### src/rtl/cv32e40p_tmr_pkg.sv
`default_nettype none
// ============================================================================
// Module : cv32e40p_tmr_pkg
// Brief  : Shared types and default widths for the TMR result checker.
// Rev    : 1.0
// ============================================================================
package cv32e40p_tmr_pkg;

  localparam int DEFAULT_DIV_W  = 33;
  localparam int DEFAULT_MULT_W = 35;
  localparam int NUM_REPLICAS   = 3;

  typedef enum logic [1:0] {
    HEALTHY = 2'd0,
    SUSPECT = 2'd1,
    FAILED  = 2'd2
  } replica_state_e;

endpackage
`default_nettype wire

### src/rtl/cv32e40p_tmr_replica_monitor.sv
`default_nettype none
// ============================================================================
// Module : cv32e40p_tmr_replica_monitor
// Brief  : Health tracker for one replica: run-length FSM, saturating error
//          counter and sticky fault flag.
// Rev    : 1.0
// ============================================================================
module cv32e40p_tmr_replica_monitor
  import cv32e40p_tmr_pkg::*;
#(
  parameter int CNT_W      = 16,
  parameter int PERSIST_TH = 4
) (
  input  logic             clk_i,
  input  logic             rst_ni,
  input  logic             i_mismatch,
  input  logic             i_clear,
  output logic             o_sticky,
  output logic             o_failed,
  output logic             o_failed_nxt,
  output logic [CNT_W-1:0] o_err_cnt
);

  localparam int               RUN_W   = $clog2(PERSIST_TH + 1);
  localparam logic [CNT_W-1:0] CNT_MAX = '1;
  localparam logic [RUN_W-1:0] RUN_TH  = RUN_W'(PERSIST_TH);

  replica_state_e   r_state, w_state_nxt;
  logic [RUN_W-1:0] r_run, w_run_nxt, w_run_inc;
  logic [CNT_W-1:0] r_cnt, w_cnt_nxt;
  logic             r_sticky, w_sticky_nxt;

  assign w_run_inc = r_run + RUN_W'(1);

  always_comb begin
    w_state_nxt  = r_state;
    w_run_nxt    = r_run;
    w_cnt_nxt    = r_cnt;
    w_sticky_nxt = r_sticky;
    if (i_clear) begin
      w_state_nxt  = HEALTHY;
      w_run_nxt    = '0;
      w_cnt_nxt    = '0;
      w_sticky_nxt = 1'b0;
    end else if (i_mismatch) begin
      w_sticky_nxt = 1'b1;
      if (r_cnt != CNT_MAX) w_cnt_nxt = r_cnt + CNT_W'(1);
      case (r_state)
        HEALTHY: begin
          w_state_nxt = SUSPECT;
          w_run_nxt   = RUN_W'(1);
        end
        SUSPECT: begin
          w_run_nxt = w_run_inc;
          if (w_run_inc == RUN_TH) w_state_nxt = FAILED;
        end
        default: w_state_nxt = FAILED;
      endcase
    end else if (r_state == SUSPECT) begin
      w_state_nxt = HEALTHY;
      w_run_nxt   = '0;
    end
  end

  always_ff @(posedge clk_i or negedge rst_ni) begin
    if (!rst_ni) begin
      r_state  <= HEALTHY;
      r_run    <= '0;
      r_cnt    <= '0;
      r_sticky <= 1'b0;
    end else begin
      r_state  <= w_state_nxt;
      r_run    <= w_run_nxt;
      r_cnt    <= w_cnt_nxt;
      r_sticky <= w_sticky_nxt;
    end
  end

  assign o_sticky     = r_sticky;
  assign o_failed     = (r_state == FAILED);
  assign o_failed_nxt = (w_state_nxt == FAILED);
  assign o_err_cnt    = r_cnt;

endmodule
`default_nettype wire

### config.mk
export PLATFORM = sky130hd
export DESIGN_NAME = cv32e40p_tmr_replica_monitor
export DESIGN_NICKNAME = d
export VERILOG_FILES = /design/src/rtl/cv32e40p_tmr_pkg.sv /design/src/rtl/cv32e40p_tmr_replica_monitor.sv
export SDC_FILE = /design/constraint.sdc
export NUM_CORES = 1
export LEC_CHECK = 0
export CAP_MARGIN = 30
export CORE_MARGIN = 1
export CORE_UTILIZATION = 51
export CTS_CLUSTER_DIAMETER = 150
export DETAILED_ROUTE_END_ITERATION = 10
export PLACE_DENSITY = 0.78
export RECOVER_POWER = 100
export SLEW_MARGIN = 0
export SYNTH_ARGS = -nofsm -noshare
export SYNTH_HDL_FRONTEND = slang
export SYNTH_SLANG_ARGS = --single-unit
### constraint.sdc
create_clock -name clk_i -period 2.4 [get_ports clk_i]
set_input_delay 0.24 -clock clk_i [delete_from_list [all_inputs] [get_ports clk_i]]
set_output_delay 0.24 -clock clk_i [all_outputs]
set_load 0.05 [all_outputs]
==> results of run 1 <==
[layer usage]
metal | global-route usage [%] | wire, um | share of wire [%]
met4 | 7.87 | 26 | 0.95
met3 | 3.57 | 81 | 3.0
met5 | 0 | 0 | 0
met1 | 29.4 | 1200 | 44
met2 | 43.4 | 1420 | 52
[worst min-delay path, delay by kind of cell (launching register included)]
kind | cells | cell delay [ns]
and+or+nand+nor | 2 | 0.11
DFF | 1 | 0.37
[area by class of cell]
class | instances | area (sq um)
Tap cell | 28 | 35.0
Multi-Input combinational cell | 103 | 614
Clock buffer | 4 | 36.3
Timing Repair Buffer | 27 | 254
Sequential cell | 22 | 551
Inverter | 3 | 11.3
Fill cell | 208 | 753
[cell families after synthesis]
logic type                 Yosys count  share of synthesized area [%]
AOI/OAI and AO/OA                   31                           15.8
xor gates and xnor gates             3                           2.13
adders and majority gates            3                           3.04
buffers and inverters               12                           4.36
DFF                                 22                           44.6
muxes                                3                           2.54
and+or+nand+nor                     63                           27.5
[power groups by stage]
stage	Clock (mW)	Sequential [mW]	Combinational (mW)
final	0.211	0.387	0.0673
after global routing	0.225	0.389	0.0753
after CTS	0.213	0.387	0.0726
after detailed placement	0	0.394	0.0724
after global placement	0	0.394	0.0714
after floorplan	0	0.408	0.0280
[worst paths after layout]
kind                                 endpoint    startpoint  cells after the start  slack [ns]
worst max-delay path             o_failed_nxt    i_mismatch                      5        0.25
worst min-delay path                 o_sticky      o_sticky                      2        0.52
worst max register to register  o_err_cnt[13]  o_err_cnt[5]                      4        0.27
worst min register to register       o_sticky      o_sticky                      2        0.52
max in group asynchronous        o_err_cnt[3]        rst_ni                      2        1.03
min in group asynchronous        o_err_cnt[6]        rst_ni                      2        0.67
[metrics by stage]
step / worst slack (ns) / power [mW] / cells / util, %
2_1_floorplan: 0.149 / 0.436 / 137 / -
3_3_place_gp: 0.364 / 0.465 / 183 / 66.3
3_5_place_dp: 0.308 / 0.467 / 183 / 66.3
4_1_cts: 0.255 / 0.673 / 187 / 67.9
5_1_grt: 0.140 / 0.689 / 187 / 66.6
6_report: 0.252 / 0.665 / 187 / 66.6
[sequential cells by signal (all words and copies together), names as in the netlist]
| name | cells |
|---|---|
| r_state | 2 |
| r_run | 3 |
| o_err_cnt | 16 |
| o_sticky | 1 |
[placed cells by master (no fill, tap or decap), types with 4 or more instances in the layout]
| cell | netlist | layout |
|---|---|---|
| dfrtp_1 | 22 | 22 |
| nor4_1 | 4 | 4 |
| a21oi_1 | 13 | 13 |
| nand3_1 | 6 | 6 |
| o31ai_1 | 6 | 6 |
| nand4_1 | 4 | 5 |
| o21ai_0 | 4 | 4 |
| nand2_1 | 12 | 12 |
| dlygate4sd3_1 | 0 | 20 |
| nor2_1 | 17 | 17 |
| or4_1 | 6 | 6 |
==> impl_results.md, run 1 <==
- Crit path max-delay family: buffers and inverters
- Die Y: 51.2 um
- Startpoint types: input pin
- Clk slew on worst S/H paths: about 0.12 ns
- Setup TNS: 0 ns
- Post-synthesis sequential area ratio: between 40% and 50%
- Synth top cells by count: dfrtp_1 (22), nor2_1 (17), a21oi_1 (13), nand2_1 (12)
- Number of remaining DRC errors: 0
- Largest fanout on the critical path: 15
- Initial antenna violation count: 0
- Post-Synthesis Cells: approximately 140
- Vias in the first global route: between 1k and 1.5k
- Slowest stage cell, crit path: dlygate4sd3_1
- Post-synth net total: 144
- Fin crit period: 2.15 ns
- Relative slew margins: 20.4%
- Fmax: around 470 MHz
- Final Cycle Share: ~90%
- CP Cell Sequence: dlygate4sd3_1 -> clkbuf_1 -> nor2b_1 -> nor3_1 -> buf_12
- Ys Warns: 0
- Diodes inserted: 0
- Async SR Flop Fraction: between 90% and 100%
- GP Congestion: about 0.87
- Final ANT Viol Nets: 0
- Clock power frac: between 30% and 40%
- Maxcap violations: 0
- Overall die width: approximately 51 um
- Combinational share of power: ~10%
- Maximum VDD drop: approximately 0.29 mV
- Largest net degree at the start of global routing: 25
- Main synth FF type: dfrtp_1
- Clock tree buffer depth: 2
- GRT overflow: 0
- Critical Path Max Stage Delay: 0.55 ns
- Rows: 17
- WHS: 0.520 ns
- Final-report setup violation count: 0
- Syn avg cell area: 9.00 sq um
- Crit path required time: 2.16 ns
- Final nets: ~170
- Cts bufs inserted: 3
- CTS tree: done
- Switching Share: 26.2%
- Core ar.: roughly 2300 sq um
- Layout cells sized above 1: under 10%
- Area after DPL: approximately 1500 sq um
- Num Clock Sinks: 22
- CTS H-tree depth: 1
- Post-synthesis cell type count: 36
- Bufs and invs on worst path: 3
- Tightest Pin Transition: between 1 and 1.5 ns
- Pwr per Cell Area: 443 nW/um^2
- Worst EP arrival: approximately 1.9 ns
- CP Class: in -> out
- Latest clock arrival within the worst-skew pair: roughly 0.31 ns
- Dominant cell type by area after synthesis: dfrtp_1
- Post-CTS sizing: 0
- Post-CTS Hold Buffers: 0
- Fin. Hold Viols: 0
- Synthesis-to-finish area growth: 21.7%
- Synth Cell Area: between 1000 and 1500 sq um
- Final Max Tran Viols: 0
- Initial Util: 54.7%
- CTS root buffer: clkbuf_4
- Die ar.: between 2000 and 3000 sq um
- Wire per inst: between 10 and 15 um
- Status: finished clean
- Tot GR Track Use: between 20% and 30%
- Initial DRC count: 18
- RSZ-0062 raised after global routing: no
- Post-CTS Setup Repair Bufs: 0
- I/O pin count: 23
- DP HPWL: 1920 um
- Post-synth EDFFs: 0
- Leakage power: approximately 0.62 nW
- Routed via count divided by cell count: 6.09
- First-pass GRT wire length: around 4700 um
- Number of I/O port buffers: 22
- CP Capture Type: output pin
- First drt pass iteration count: 4
- Min-delay worst type: reg -> reg
- Yosys reg bits: 22
- Cell Int Power: 491 uW
- Via count: ~1.1k
- Synth top area share: ~45%
- Clock Skew: a little under 0.002 ns
- Finished layout cell area: about 1500 sq um
- Sw Pwr: roughly 170 uW
- Dominant cells by area after synthesis: dfrtp_1 (45%), a21oi_1 (5.3%), nor2_1 (5.2%)
- Routed WL: between 2000 and 3000 um
- Sequential Power Share: between 50% and 60%
- Dominant cell by count in the synthesized netlist: dfrtp_1
No activity file was read; power rests on OpenSTA's default activity.
==> run 2: changes to the inputs <==
--- a/config.mk
+++ b/config.mk
@@ -5,7 +5,6 @@
 export SDC_FILE = /design/constraint.sdc
 export NUM_CORES = 1
 export LEC_CHECK = 0
-export CAP_MARGIN = 30
 export CORE_MARGIN = 1
 export CORE_UTILIZATION = 51
 export CTS_CLUSTER_DIAMETER = 150
==> results of run 2 <==
The final DEF is identical to that of run 1; final timing and power are the same.
